===== src/rtl/multicycle_control_unit.sv =====
// Multi-cycle RV32I control unit: one FSM sequences fetch/decode/execute/memory/writeback
// over a shared ALU and unified memory port, with memory-ready stalls and a retire counter.
module multicycle_control_unit #(
  parameter bit EXT_BRANCH = 1'b1,
  parameter int CNT_W      = 32
) (
  input  logic             clk,
  input  logic             rst_n,
  input  logic [6:0]       op,
  input  logic [2:0]       funct3,
  input  logic             funct7,
  input  logic             Zero,
  input  logic             Lt,
  input  logic             MemReady,
  output logic             PCWrite,
  output logic             AdrSrc,
  output logic             MemWrite,
  output logic             IRWrite,
  output logic [1:0]       ResultSrc,
  output logic [1:0]       ALUSrcA,
  output logic [1:0]       ALUSrcB,
  output logic [1:0]       ImmSrc,
  output logic [2:0]       ALUControl,
  output logic             RegWrite,
  output logic             Illegal,
  output logic [3:0]       State,
  output logic [CNT_W-1:0] Retired
);

  typedef enum logic [3:0] {
    FETCH    = 4'd0,
    DECODE   = 4'd1,
    MEMADR   = 4'd2,
    MEMREAD  = 4'd3,
    MEMWB    = 4'd4,
    MEMWRITE = 4'd5,
    EXECR    = 4'd6,
    EXECI    = 4'd7,
    ALUWB    = 4'd8,
    BRANCH   = 4'd9,
    JAL      = 4'd10
  } state_t;

  localparam logic [6:0] OP_LOAD   = 7'b0000011;
  localparam logic [6:0] OP_STORE  = 7'b0100011;
  localparam logic [6:0] OP_RTYPE  = 7'b0110011;
  localparam logic [6:0] OP_ITYPE  = 7'b0010011;
  localparam logic [6:0] OP_BRANCH = 7'b1100011;
  localparam logic [6:0] OP_JAL    = 7'b1101111;

  localparam logic [2:0] ALU_ADD = 3'b000;
  localparam logic [2:0] ALU_SUB = 3'b001;
  localparam logic [2:0] ALU_AND = 3'b010;
  localparam logic [2:0] ALU_OR  = 3'b011;
  localparam logic [2:0] ALU_XOR = 3'b100;
  localparam logic [2:0] ALU_SLT = 3'b101;

  state_t           state_q;
  state_t           state_d;
  logic [CNT_W-1:0] retired_q;

  logic       pc_write_raw;
  logic       mem_write_raw;
  logic       ir_write_raw;
  logic       reg_write_raw;
  logic       illegal_raw;
  logic       adr_src;
  logic [1:0] result_src;
  logic [1:0] alu_src_a;
  logic [1:0] alu_src_b;
  logic [2:0] alu_control;
  logic [2:0] alu_dec;
  logic       taken;
  logic       is_cmp_branch;
  logic       retire;

  always_comb begin
    alu_dec = ALU_ADD;
    case (funct3)
      3'b000:  alu_dec = (funct7 && op[5]) ? ALU_SUB : ALU_ADD;
      3'b010:  alu_dec = ALU_SLT;
      3'b100:  alu_dec = ALU_XOR;
      3'b110:  alu_dec = ALU_OR;
      3'b111:  alu_dec = ALU_AND;
      default: alu_dec = ALU_ADD;
    endcase
  end

  // Without extended branches every funct3 collapses to beq.
  always_comb begin
    taken         = Zero;
    is_cmp_branch = 1'b0;
    if (EXT_BRANCH) begin
      is_cmp_branch = (funct3 == 3'b100) || (funct3 == 3'b101);
      case (funct3)
        3'b000:  taken = Zero;
        3'b001:  taken = !Zero;
        3'b100:  taken = Lt;
        3'b101:  taken = !Lt;
        default: taken = 1'b0;
      endcase
    end
  end

  always_comb begin
    ImmSrc = 2'b00;
    case (op)
      OP_LOAD, OP_ITYPE: ImmSrc = 2'b00;
      OP_STORE:          ImmSrc = 2'b01;
      OP_BRANCH:         ImmSrc = 2'b10;
      OP_JAL:            ImmSrc = 2'b11;
      default:           ImmSrc = 2'b00;
    endcase
  end

  always_comb begin
    state_d       = FETCH;
    pc_write_raw  = 1'b0;
    mem_write_raw = 1'b0;
    ir_write_raw  = 1'b0;
    reg_write_raw = 1'b0;
    illegal_raw   = 1'b0;
    adr_src       = 1'b0;
    result_src    = 2'b00;
    alu_src_a     = 2'b00;
    alu_src_b     = 2'b00;
    alu_control   = ALU_ADD;
    case (state_q)
      FETCH: begin
        result_src   = 2'b10;
        alu_src_b    = 2'b10;
        ir_write_raw = MemReady;
        pc_write_raw = MemReady;
        state_d      = MemReady ? DECODE : FETCH;
      end
      DECODE: begin
        alu_src_a = 2'b01;
        alu_src_b = 2'b01;
        case (op)
          OP_LOAD, OP_STORE: state_d = MEMADR;
          OP_RTYPE:          state_d = EXECR;
          OP_ITYPE:          state_d = EXECI;
          OP_BRANCH:         state_d = BRANCH;
          OP_JAL:            state_d = JAL;
          default: begin
            state_d     = FETCH;
            illegal_raw = 1'b1;
          end
        endcase
      end
      MEMADR: begin
        alu_src_a = 2'b10;
        alu_src_b = 2'b01;
        state_d   = op[5] ? MEMWRITE : MEMREAD;
      end
      MEMREAD: begin
        adr_src = 1'b1;
        state_d = MemReady ? MEMWB : MEMREAD;
      end
      MEMWB: begin
        result_src    = 2'b01;
        reg_write_raw = 1'b1;
        state_d       = FETCH;
      end
      MEMWRITE: begin
        adr_src       = 1'b1;
        mem_write_raw = 1'b1;
        state_d       = MemReady ? FETCH : MEMWRITE;
      end
      EXECR: begin
        alu_src_a   = 2'b10;
        alu_src_b   = 2'b00;
        alu_control = alu_dec;
        state_d     = ALUWB;
      end
      EXECI: begin
        alu_src_a   = 2'b10;
        alu_src_b   = 2'b01;
        alu_control = alu_dec;
        state_d     = ALUWB;
      end
      ALUWB: begin
        reg_write_raw = 1'b1;
        state_d       = FETCH;
      end
      BRANCH: begin
        alu_src_a    = 2'b10;
        alu_src_b    = 2'b00;
        alu_control  = is_cmp_branch ? ALU_SLT : ALU_SUB;
        pc_write_raw = taken;
        state_d      = FETCH;
      end
      JAL: begin
        alu_src_a    = 2'b01;
        alu_src_b    = 2'b10;
        pc_write_raw = 1'b1;
        state_d      = ALUWB;
      end
      default: state_d = FETCH;
    endcase
  end

  // An illegal decode also returns to FETCH but deliberately does not retire.
  assign retire = (state_q == MEMWB) || (state_q == ALUWB) || (state_q == BRANCH) ||
                  ((state_q == MEMWRITE) && MemReady);

  always_ff @(posedge clk or negedge rst_n) begin
    if (!rst_n) begin
      state_q   <= FETCH;
      retired_q <= '0;
    end else begin
      state_q <= state_d;
      if (retire) retired_q <= retired_q + CNT_W'(1);
    end
  end

  // Write enables are gated by reset directly so a reset mid-access never leaks a write.
  assign PCWrite    = rst_n & pc_write_raw;
  assign MemWrite   = rst_n & mem_write_raw;
  assign IRWrite    = rst_n & ir_write_raw;
  assign RegWrite   = rst_n & reg_write_raw;
  assign Illegal    = rst_n & illegal_raw;
  assign AdrSrc     = adr_src;
  assign ResultSrc  = result_src;
  assign ALUSrcA    = alu_src_a;
  assign ALUSrcB    = alu_src_b;
  assign ALUControl = alu_control;
  assign State      = state_q;
  assign Retired    = retired_q;

endmodule


===== config.mk =====
export PLATFORM = sky130hd
export DESIGN_NAME = multicycle_control_unit
export DESIGN_NICKNAME = d
export VERILOG_FILES = /design/src/rtl/multicycle_control_unit.sv
export SDC_FILE = /design/constraint.sdc
export NUM_CORES = 1
export LEC_CHECK = 0
export BUFFER_PORTS_ARGS = -buffer_cell sky130_fd_sc_hd__buf_2
export CAP_MARGIN = 20
export CORE_MARGIN = 5
export CORE_UTILIZATION = 46
export CTS_CLUSTER_DIAMETER = 40
export DETAILED_ROUTE_END_ITERATION = 8
export PLACE_DENSITY = 0.76
export SYNTH_ARGS = -nofsm -noshare
export SYNTH_HDL_FRONTEND = slang
export SYNTH_SLANG_ARGS = --single-unit

===== constraint.sdc =====
create_clock -name clk -period 1.7 [get_ports clk]
set_clock_uncertainty 0.05 [all_clocks]
set_input_delay 0.255 -clock clk [delete_from_list [all_inputs] [get_ports clk]]
set_output_delay 0.255 -clock clk [all_outputs]
set_load 0.05 [all_outputs]

-- Word level (Yosys, flattened, before mapping)
Cells that the tools add are included.
- register bits after elaboration: 36
- input port bits: 16
- $add $sub $neg: 1
- equal/unequal tests: 22
- mux-type cells: 22
- bitwise gates (word level): 5
- reductions and logical operators: 20
- operators by type and width (cell ; count):
    32-bit by 1-bit adder with 32-bit output, second input constant ; 1
    4-bit case mux with 6 select lines ; 1
    4-bit case mux with 5 select lines ; 1
    4-bit by 3-bit equality test with 1-bit output, second input constant ; 4
    3-bit case mux with 5 select lines ; 1
    7-bit by 6-bit equality test with 1-bit output, second input constant ; 2
    7-bit equality test, second input constant ; 2
    3-bit equality test, second input constant ; 4
    4-bit equality test, second input constant ; 3
    3-bit two-way mux ; 4
    2-bit case mux with 2 select lines ; 3
    2-bit OR reduction ; 6
    4-bit by 2-bit equality test with 1-bit output, second input constant ; 2
    1-bit two-way mux ; 8
    7-bit by 2-bit equality test with 1-bit output, second input constant ; 1
    7-bit by 5-bit equality test with 1-bit output, second input constant ; 1
    2-bit case mux with 3 select lines ; 1
    3-bit case mux with 2 select lines ; 1
    3-bit OR reduction ; 2
    6-bit OR reduction ; 1
    1-bit bitwise AND ; 5
    4-bit by 1-bit equality test with 1-bit output, second input constant ; 1
    4-bit logical NOT ; 1
    1-bit logical OR ; 4
    other kinds (8) ; 10

-- Logic depth before layout (Yosys ltp)
Gate-level depths: netlist (run 1).
- depth after elaboration: 5
- depth in mapped cells: 6
- gate-level depth less buffers: 5

-- Worst setup path after synthesis (run 1)
No wires, ideal clock.
- kind: reg2out
- from: register state_q[1] (netlist: State[1])
- to: output IRWrite
- data arrival time: 3.087 ns
- required time: 1.395 ns
- path slack: -1.692 ns
- cell stages (with the launch flop): 4
- buffers on the path: 1
- path through: dfrtp_1 > clkbuf_1 > nor4_1 > and3_1
- word-level cells in the longest chain between the ends: 3
- RTL lines (element ; RTL line ; RTL):
    start, declared ; 58 ; state_t state_q;
    start signal, assigned ; 212 ; state_q <= state_d;
    4-bit logical NOT ; 128 ; case (state_q)
    1-bit two-way mux ; 128 ;
    1-bit bitwise AND ; 220 ; assign IRWrite = rst_n & ir_write_raw;
    end, declared ; 18 ; output logic IRWrite,
No other way between the ends.

-- Final worst setup path (run 1)
- from: register state_q[3] (netlist: State[3])
- to: output ALUControl[2]
- word-level cells in the longest chain between the ends: 3
- elaborated cells between the ends (all ways): 5
- RTL lines (element ; RTL line ; RTL):
    4-bit by 3-bit equality test with 1-bit output ; 128 ;
    2-bit OR reduction (no line) ; - ;
    3-bit case mux with 2 select lines * ; 128 ;
    end, declared ; 23 ; output logic [2:0] ALUControl,
Mark *: on every way between the ends. The rest lies on a longest branch, timed or not.

==> flow_metrics.env, run 1 <==
export IMPL_drive_above_1_share=0.6206
export IMPL_path_class="reg2out"
export IMPL_synth_async_reset_ratio=1.000
export IMPL_ys_ff_latch=36
export IMPL_syn_nets=241
export IMPL_violations="setup timing"
export IMPL_clock_path_buffers=2
export IMPL_clkPwrFrac=0.277
export IMPL_synth_avg_cell_area_um2=9.490
export IMPL_place_ws_ns=0.02144
export IMPL_cts_made_buffers=5
export IMPL_dieArea_um2=6081
export IMPL_ys_top_cells_by_area="dfrtp_1 42%, xor2_1 8.2%, xnor2_1 6.2%"
export IMPL_ys_types=39
export IMPL_drt_vias_per_instance=5.515
export IMPL_grt_max_degree=37
export IMPL_grt_total_usage=0.2014
export IMPL_cts_tree="done"
export IMPL_avgRoutedWirePerCell_um=16.81
export IMPL_dieHeight_um=77.98
export IMPL_globalplace_congestion=0.8647
export IMPL_yosys_mux_area_fraction=0.01471
export IMPL_cts_sinks=36
export IMPL_rsz0062_at_grt="true"
export IMPL_internal_power_mw=1.476
export IMPL_critPathRequiredTime_ns=1.39
export IMPL_final_antenna_net_count=0
export IMPL_num_rows=24
export IMPL_max_slew_worst_pin_slew_ns=0.5054
export IMPL_power_frac_comb=0.296
export IMPL_power_density_nw_per_um2=652.1
export IMPL_finalMaxSlewViolations=0
export IMPL_htreeDepth=2
export IMPL_synth_top_area_share=0.4238
export IMPL_hold_class="in2async"
export IMPL_synth_warnings=0
export IMPL_ir_drop_mv=0.4497
export IMPL_drtIter0Drc=101
export IMPL_initial_utilization=0.4816
export IMPL_port_buffers=68
export IMPL_area_growth_pct=62.92
export IMPL_antenna_found_initial=0
export IMPL_diodes=0
export IMPL_cp_start_kind="register"
export IMPL_grt_pass1_wl_mm=10.02
export IMPL_synth_ff_type="dfrtp_1"
export IMPL_grt_remaining_overflow=0
export IMPL_finalPower_mw=2.259
export IMPL_synth_edf_count=0
export IMPL_netlist_area_um2=2126
export IMPL_worstPathMaxFanout=8
export IMPL_max_stage_delay_ns=0.46
export IMPL_yosys_area_share_xor_xnor=0.1442
export IMPL_drv_cap=0
export IMPL_wl_mm=6.588
export IMPL_synthSimpleGateAreaFrac=0.3231
export IMPL_crit_path_end_kind="primary output"
export IMPL_dp_cells=371
export IMPL_cp_slowest_cell="dfrtp_2"
export IMPL_num_vias=2162
export IMPL_fillers=264
export IMPL_dp_hpwl_mm=4.015
export IMPL_core_area_um2=4414
export IMPL_p_sw_uw=782.6
export IMPL_drc=0
export IMPL_yosysSeqAreaShare=0.4238
export IMPL_fin_ws_ns=-0.2345
export IMPL_fmax_mhz=516.9
export IMPL_synth_largest_area_cell="dfrtp_1"
export IMPL_hold_violations=0
export IMPL_synth_fa_ha_area_frac=0.005886
export IMPL_cp_arrival_ns=1.63
export IMPL_synth_cells=224
export IMPL_slew_limit_headroom=0.6600
export IMPL_power_frac_seq=0.428
export IMPL_synth_compound_area_frac=0.06474
export IMPL_die_width_um=77.98
export IMPL_period_minus_slack_ns=1.935
export IMPL_first_pass_iters=4
export IMPL_finalCritPeriodShare=1.138
export IMPL_total_leakage_power_nw=1.707
export IMPL_swShare=0.3465
export IMPL_synth_top_family_by_area="simple AND/OR/NAND/NOR gates"
export IMPL_cts_clk_slew_worst_paths_ns=0.07
export IMPL_cts_hold_buf=0
export IMPL_whs_ns=0.08574
export IMPL_status="finished, violations left"
export IMPL_grt_pass1_vias=2140
export IMPL_io_pins=69
export IMPL_path_cells="and2b_2 > nand3b_1 > buf_4 > o21ai_4 > buf_6"
export IMPL_clk_latency_ns=0.29
export IMPL_fin_nets=356
export IMPL_instances_no_fill=392
export IMPL_cts_root_buf="clkbuf_8"
export IMPL_finalSetupViolations=45
[Yosys cell counts (2+ instances only)]
master	count
mux2i_1	2
nand2b_1	7
xnor2_1	15
inv_1	8
nor4_1	5
a31oi_1	3
nand4_1	6
and3b_1	2
nand3_1	8
nor3_1	13
o21ai_0	5
xor2_1	20
a21oi_1	8
nand3b_1	2
dfrtp_1	36
nor4_4	2
nor2b_1	3
nor3_2	5
nor2_1	21
and3_1	7
nand2_1	22
clkbuf_1	4
nand4_4	2
nor3b_1	2
and2b_1	2
[kinds of logic after synthesis]
logic type,Yosys count
DFF,36
adders and majority gates,1
muxes,3
and+or+nand+nor,114
AOI/OAI and AO/OA,22
xor gates and xnor gates,35
buffers and inverters,13
[cell type report]
type                       count  area, um^2  area share
tap                           52       65.06     0.01879
clock buffer                   8       90.09     0.02601
sequential                    36       935.9      0.2702
inverter                       8       30.03    0.008671
multi-input combinational    175        1504      0.4342
timing repair buffer         113       838.3      0.2421
[routing by layer]
metal  track usage  routed length [um]  up-vias
met3       0.04977                 327       16
met4       0.06926                 159        0
li1              -                   -     1011
met2        0.3339                3400       74
met5             0                   0        -
met1        0.2556                2699     1061
[power groups by stage]
stage	Sequential (mW)	Clock (mW)	Combinational, mW
after floorplan	1.09	0	0.256
after global placement	0.969	0	0.552
after detailed placement	0.973	0	0.555
after CTS	0.956	0.630	0.626
after global routing	0.970	0.681	0.706
final	0.966	0.625	0.668
[stage by stage]
stage / utilization / TNS, ns / instance area, um^2
floorplan: - / -1.948 / 2317
CTS: 0.7358 / -1.345 / 3248
global route: 0.7846 / -8.615 / 3463
finish: 0.7846 / -4.922 / 3463
detailed placement: 0.6633 / 0 / 2928
global placement: 0.6633 / 0 / 2928
[worst max-delay path: cells and delay by family (launching register included)]
kind,cells,cell delay [ns]
AND/OR/NAND/NOR,2,0.39
AO/OA/AOI/OAI,1,0.15
buffers and inverters,2,0.35
flip-flops,1,0.46
[path summary, 6_finish.rpt]
path                                 endpoint  slack (ns)        start  depth (start not counted)
worst min-delay path              Retired[13]        0.09        rst_n                          2
min in group clk                     State[2]        0.20        op[6]                          2
worst min register to register    Retired[20]        0.43  Retired[20]                          1
worst max-delay path            ALUControl[2]       -0.23     State[3]                          5
worst max register to register     Retired[9]       -0.20     State[3]                          7
max in group asynchronous         Retired[19]        1.16        rst_n                          2
[timing repair]
item | 4_1_cts | 5_1_grt
gates resized for setup | 49 | 36
pin swaps | 6 | 16
setup buffers | 5 | 8
endpoints found under the setup margin | 15 | 39
[registers in the layout, indices dropped and copies added, names as in the netlist]
signal,flops
Retired,32
State,4
[layout by cell type (no fill, tap or decap), types with 9 or more instances in the layout]
| cell type | Yosys | final |
|---|---|---|
| buf_4 | 0 | 35 |
| nor2_2 | 0 | 9 |
| nand2_1 | 22 | 19 |
| dfrtp_2 | 0 | 28 |
| buf_2 | 1 | 53 |
| xor2_1 | 20 | 20 |
| xnor2_1 | 15 | 13 |
| buf_6 | 0 | 20 |
Power figures use the tool's default switching activity.
==> run 2, diff against run 1 <==
--- a/config.mk
+++ b/config.mk
@@ -5,13 +5,14 @@
 export SDC_FILE = /design/constraint.sdc
 export NUM_CORES = 1
 export LEC_CHECK = 0
+export ABC_AREA = 1
 export BUFFER_PORTS_ARGS = -buffer_cell sky130_fd_sc_hd__buf_2
 export CAP_MARGIN = 20
 export CORE_MARGIN = 5
-export CORE_UTILIZATION = 46
+export CORE_UTILIZATION = 48
 export CTS_CLUSTER_DIAMETER = 40
 export DETAILED_ROUTE_END_ITERATION = 8
-export PLACE_DENSITY = 0.76
+export PLACE_DENSITY = 0.77
 export SYNTH_ARGS = -nofsm -noshare
 export SYNTH_HDL_FRONTEND = slang
 export SYNTH_SLANG_ARGS = --single-unit
==> flow_metrics.env, run 2 <==
export IMPL_holdPathEnd="State[2]"
export IMPL_finalMaxSlewViolations=0
export IMPL_synth_fa_ha_area_frac=0.005033
export IMPL_cts_tree="done"
export IMPL_grt_max_degree=37
export IMPL_cts_sinks=36
export IMPL_hold_class="in2reg"
export IMPL_globalplace_congestion=0.9413
export IMPL_period_minus_slack_ns=1.922
export IMPL_avgRoutedWirePerCell_um=14.22
export IMPL_synth_edf_count=0
export IMPL_first_pass_iters=6
export IMPL_drv_cap=0
export IMPL_critPathRequiredTime_ns=1.39
export IMPL_whs_ns=0.2542
export IMPL_wl_met3_um=655
export IMPL_tns_ns=-1.430
export IMPL_cp_start_kind="register"
export IMPL_synth_cells=389
export IMPL_ir_drop_mv=0.5097
export IMPL_status="finished, violations left"
export IMPL_crit_path_end_kind="primary output"
export IMPL_initial_utilization=0.4899
export IMPL_min_from="op[5]"
export IMPL_highest_layer="met4"
export IMPL_drive_above_1_share=0.3272
export IMPL_wl_met2_mm=3.875
export IMPL_largest_reg_flops=32
export IMPL_ys_types=32
export IMPL_clk_latency_ns=0.29
export IMPL_whs_path_depth=3
export IMPL_fmax_mhz=520.3
export IMPL_yosysSeqAreaShare=0.3624
export IMPL_crit_path_start="State[1]"
export IMPL_dp_hpwl_mm=5.399
export IMPL_netlist_area_um2=2486
export IMPL_drc=0
export IMPL_grt_pass1_wl_mm=12.18
export IMPL_rr_worst_depth=8
export IMPL_drt_vias_per_instance=5.311
export IMPL_violations="setup timing"
export IMPL_r2r_slack_ns=0.03
export IMPL_synth_top_family_by_area="simple AND/OR/NAND/NOR gates"
export IMPL_synth_most_common_cell="nand2_1"
export IMPL_io_pins=69
export IMPL_place_ws_ns=-0.001907
export IMPL_fin_nets=508
export IMPL_wl_mm=7.994
export IMPL_area_growth_pct=42.78
export IMPL_total_leakage_power_nw=1.722
export IMPL_path_class="reg2out"
export IMPL_num_vias=2985
export IMPL_fin_ws_ns=-0.2222
export IMPL_antenna_found_initial=0
export IMPL_synth_largest_area_cell="dfrtp_1"
export IMPL_synth_top_area_share=0.3624
export IMPL_stdcell_area_um2=3550
export IMPL_cts_clk_slew_worst_paths_ns=0.07
export IMPL_num_rows=26
export IMPL_final_common_cell="nand2_1"
export IMPL_finalSetupViolations=14
export IMPL_syn_nets=406
export IMPL_finalPower_mw=2.483
export IMPL_ys_top_cells_by_area="dfrtp_1 36%, nand2_1 23%, nor2_1 10%"
export IMPL_synth_ff_type="dfrtp_1"
export IMPL_ys_ff_latch=36
export IMPL_drtIter0Drc=147
export IMPL_grt_total_usage=0.2335
export IMPL_synth_avg_cell_area_um2=6.391
export IMPL_clock_path_buffers=2
export IMPL_finalCritPeriodShare=1.131
export IMPL_grt_remaining_overflow=0
export IMPL_synthSimpleGateAreaFrac=0.4534
export IMPL_cts_made_buffers=5
export IMPL_dieHeight_um=81.97
export IMPL_core_area_um2=5075
export IMPL_die_width_um=81.97
export IMPL_wl_met1_mm=3.245
export IMPL_dieArea_um2=6719
export IMPL_cts_root_buf="clkbuf_8"
export IMPL_final_antenna_net_count=0
export IMPL_rsz0062_at_grt="true"
export IMPL_grt_pass1_vias=2638
export IMPL_cp_arrival_ns=1.62
export IMPL_slew_limit_headroom=0.6907
export IMPL_worstPathMaxFanout=4
export IMPL_max_slew_worst_pin_slew_ns=0.4640
export IMPL_mostFrequentLayoutCells="149 x nand2_1, 55 x nor2_1, 55 x buf_2"
export IMPL_diodes=0
export IMPL_ys_top_cells_by_count="155 x nand2_1, 66 x nor2_1, 43 x inv_1"
export IMPL_fillers=421
export IMPL_synth_async_reset_ratio=1.000
export IMPL_port_buffers=68
export IMPL_place_area_um2=3128
export IMPL_htreeDepth=2
export IMPL_yosys_area_share_xor_xnor=0.05284
export IMPL_synth_warnings=0
export IMPL_r2r_start="State[1]"
export IMPL_hold_violations=0
export IMPL_synth_compound_area_frac=0.04731
export IMPL_power_density_nw_per_um2=699.4
export IMPL_yosys_mux_area_fraction=0
export IMPL_rr_endpoint="Retired[23]"
## run 2: cell types whose count changed after synthesis, sizes merged, moves of 7 or more
cell and delta:
nor3 -13, nand2 +135, nand2b -7, nor2 +52, nor4 -7, xor2 -15, inv +38, a21oi -7
nand3 +13
## run 2: metrics by stage
stage,instances,util
2_1_floorplan,389,-
3_3_place_gp,539,0.6164
3_5_place_dp,539,0.6164
4_1_cts,552,0.6647
5_1_grt,562,0.6995
6_report,562,0.6995
## run 2: layout make-up
cell class / count / area, um^2 / share of cell area
multi-input combinational: 305 / 1584 / 0.4462
sequential: 36 / 914.6 / 0.2577
timing repair buffer: 97 / 680.7 / 0.1918
inverter: 46 / 175.2 / 0.04935
tap: 70 / 87.58 / 0.02467
clock buffer: 6 / 72.57 / 0.02044
clock inverter: 2 / 35.03 / 0.009870
## run 2: critical path, cell delays in order (launching register included)
cell and delay [ns]:
dfrtp_2 0.47, nor2_4 0.15, nand2_2 0.08, nor2_2 0.12, nand3_1 0.14, a31oi_4 0.18, buf_6 0.19
## run 2: repair_timing
item                                    4_1_cts  5_1_grt
endpoints found under the hold margin        36        0
hold buffers                                  1        0
gates resized for setup                      31       28
pin swaps                                     7        7
cloned                                        0        1
endpoints found under the setup margin       14       41
buffers inserted                              4        9
## run 2: worst max path at each step
stage          endpoint  slack [ns]  cells past startpoint
4_1_cts         PCWrite       -0.17                      7
2_1_floorplan   PCWrite       -0.19                      5
6_report        PCWrite       -0.22                      6
3_3_place_gp    PCWrite        0.02                      6
5_1_grt         PCWrite       -0.28                      6
3_5_place_dp    PCWrite      -0.002                      6
## run 2: per-layer routing
metal / global-route usage / vias up
met4: 0.08140 / 0
met1: 0.2988 / 1374
met3: 0.05044 / 22
met5: 0 / -
met2: 0.3877 / 167
li1: - / 1422
## run 2: cell families (layout without fill, tap and decap cells)
group	Yosys count	count (layout)
and+or+nand+nor	269	270
DFF	36	36
buffers and inverters	49	151
AOI/OAI and AO/OA	19	19
xor gates and xnor gates	15	15
adders and majority gates	1	1
## run 2: report_power, final
| group | switching [mW] | internal (mW) |
|---|---|---|
| registers | 0.0707 | 0.906 |
| logic | 0.508 | 0.245 |
| clock network | 0.318 | 0.435 |
==> run 3, diff against run 2 <==
--- a/config.mk
+++ b/config.mk
@@ -9,10 +9,10 @@
 export BUFFER_PORTS_ARGS = -buffer_cell sky130_fd_sc_hd__buf_2
 export CAP_MARGIN = 20
 export CORE_MARGIN = 5
-export CORE_UTILIZATION = 48
+export CORE_UTILIZATION = 53
 export CTS_CLUSTER_DIAMETER = 40
 export DETAILED_ROUTE_END_ITERATION = 8
-export PLACE_DENSITY = 0.77
+export PLACE_DENSITY = 0.81
 export SYNTH_ARGS = -nofsm -noshare
 export SYNTH_HDL_FRONTEND = slang
 export SYNTH_SLANG_ARGS = --single-unit
==> constraint.sdc (replaced) <==
create_clock -name clk -period 2.02 [get_ports clk]
set_clock_uncertainty 0.05 [all_clocks]
set_input_delay 0.303 -clock clk [delete_from_list [all_inputs] [get_ports clk]]
set_output_delay 0.303 -clock clk [all_outputs]
set_load 0.05 [all_outputs]
==> flow_metrics.env, run 3 (synthesis gave the netlist of run 2 again) <==
export IMPL_status="completed"
export IMPL_fin_nets=481
export IMPL_drive_above_1_share=0.2366
export IMPL_power_density_nw_per_um2=598.3
export IMPL_max_stage_delay_ns=0.46
export IMPL_rsz0062_at_grt="true"
export IMPL_die_width_um=78.49
export IMPL_place_ws_ns=0.1114
export IMPL_hold_class="in2async"
export IMPL_tns_ns=0
export IMPL_power_frac_comb=0.279
export IMPL_num_rows=25
export IMPL_path_class="reg2out"
export IMPL_cp_start_kind="register"
export IMPL_cts_sinks=36
export IMPL_hold_violations=0
export IMPL_dp_hpwl_mm=5.061
export IMPL_io_pins=69
export IMPL_grt_total_usage=0.2207
export IMPL_finalCritPeriodShare=0.9742
export IMPL_cts_tree="done"
export IMPL_swShare=0.3748
export IMPL_grt_max_degree=37
export IMPL_finalSetupViolations=0
export IMPL_clkPwrFrac=0.288
export IMPL_avgRoutedWirePerCell_um=12.67
export IMPL_clk_latency_ns=0.29
export IMPL_cts_clk_slew_worst_paths_ns=0.08
export IMPL_rr_endpoint="Retired[5]"
export IMPL_cp_slowest_cell="dfrtp_2"
export IMPL_cts_root_buf="clkbuf_8"
export IMPL_grt_pass1_wl_mm=10.92
export IMPL_rr_worst_depth=8
export IMPL_dieArea_um2=6161
export IMPL_mostFrequentLayoutCells="154 x nand2_1, 61 x buf_2, 60 x nor2_1"
export IMPL_area_growth_pct=24.81
export IMPL_utilization=0.6703
export IMPL_finalPower_mw=1.856
export IMPL_fin_ws_ns=0.05219
export IMPL_worstPathMaxFanout=5
export IMPL_period_minus_slack_ns=1.968
export IMPL_fmax_mhz=508.2
export IMPL_path_cells="nor2_4 > inv_1 > nor2_4 > nand2_2 > a31oi_4 > buf_6"
export IMPL_port_buffers=68
export IMPL_drc=0
export IMPL_max_slew_worst_pin_slew_ns=0.4626
export IMPL_first_pass_iters=4
export IMPL_crit_path_end_kind="primary output"
export IMPL_critPathRequiredTime_ns=1.67
export IMPL_wl_mm=6.577
export IMPL_core_area_um2=4629
export IMPL_p_sw_uw=695.9
export IMPL_slew_limit_headroom=0.6916
export IMPL_cp_common_cell="nor2_4"
export IMPL_r2r_start="State[3]"
export IMPL_grt_remaining_overflow=0
export IMPL_place_area_um2=2945
export IMPL_r2r_slack_ns=0.20
export IMPL_cp_arrival_ns=1.61
export IMPL_internal_power_mw=1.161
export IMPL_num_vias=2651
export IMPL_fillers=423
export IMPL_whs_ns=0.03278
export IMPL_initial_utilization=0.5370
export IMPL_drv_cap=0
export IMPL_final_antenna_net_count=0
export IMPL_instances_no_fill=519
export IMPL_dieHeight_um=78.49
export IMPL_antenna_found_initial=0
export IMPL_grt_pass1_vias=2442
export IMPL_drt_vias_per_instance=5.108
export IMPL_cts_made_buffers=5
export IMPL_diodes=0
export IMPL_clock_path_buffers=2
export IMPL_globalplace_congestion=0.8962
export IMPL_ir_drop_mv=0.4192
export IMPL_power_frac_seq=0.433
export IMPL_largest_reg_flops=32
export IMPL_htreeDepth=2
export IMPL_stdcell_area_um2=3103
export IMPL_drtIter0Drc=192
export IMPL_dp_cells=509
export IMPL_total_leakage_power_nw=1.542
export IMPL_finalMaxSlewViolations=0
export IMPL_final_common_cell="nand2_1"
[run 3: changes by cell type in the layout (fill, tap and decap cells not counted), moves of 4 or more]
cell and change:
buf_2 +6, nand2_1 +5, inv_1 +4, dfrtp_1 +7
buf_6 -16, nand2_4 -4, dfrtp_2 -7, nor2_1 +5
buf_4 -16
[run 3: worst max path at each step]
stage / startpoint / endpoint / cells past startpoint
3_3_place_gp: State[2] / PCWrite / 6
2_1_floorplan: State[3] / PCWrite / 5
4_1_cts: State[2] / ALUSrcB[0] / 6
5_1_grt: State[1] / PCWrite / 6
3_5_place_dp: State[2] / PCWrite / 6
6_report: State[2] / PCWrite / 6
[run 3: repair_timing]
action,4_1_cts,5_1_grt
endpoints found under the setup margin,3,9
pin swaps,1,0
setup buffers,1,1
endpoints found under the hold margin,0,0
cloned,0,0
hold buffers,0,0
gates resized for setup,7,10
[run 3: critical path, delay by kind of cell (launching register included)]
| kind | cells | cell delay [ns] |
|---|---|---|
| AO/OA/AOI/OAI | 1 | 0.16 |
| flip-flops | 1 | 0.46 |
| AND/OR/NAND/NOR | 3 | 0.41 |
| buffers and inverters | 2 | 0.30 |
[run 3: routing by layer]
layer / routed length, um / global-route usage / up-vias / part of all wire
met3: 404 / 0.04472 / 8 / 0.061
met1: 2925 / 0.2847 / 1198 / 0.44
met2: 3118 / 0.3682 / 80 / 0.47
met4: 129 / 0.07517 / 0 / 0.020
met5: 0 / 0 / - / 0
li1: - / - / 1365 / -
[run 3: final cells by class]
cell class	count	area [um^2]	share of cell area
Clock buffer	6	82.58	0.02661
Clock inverter	2	10.01	0.003226
Inverter	46	172.7	0.05565
Multi-Input combinational cell	304	1476	0.4758
Sequential cell	36	905.9	0.2919
Tap cell	54	67.56	0.02177
Timing Repair Buffer	71	387.9	0.1250
[run 3: power groups by stage]
stage / registers (mW) / logic [mW] / clock network [mW]
floorplan: 0.934 / 0.243 / 0
global placement: 0.815 / 0.490 / 0
detailed placement: 0.818 / 0.496 / 0
CTS: 0.804 / 0.509 / 0.536
global route: 0.810 / 0.549 / 0.579
finish: 0.805 / 0.517 / 0.535
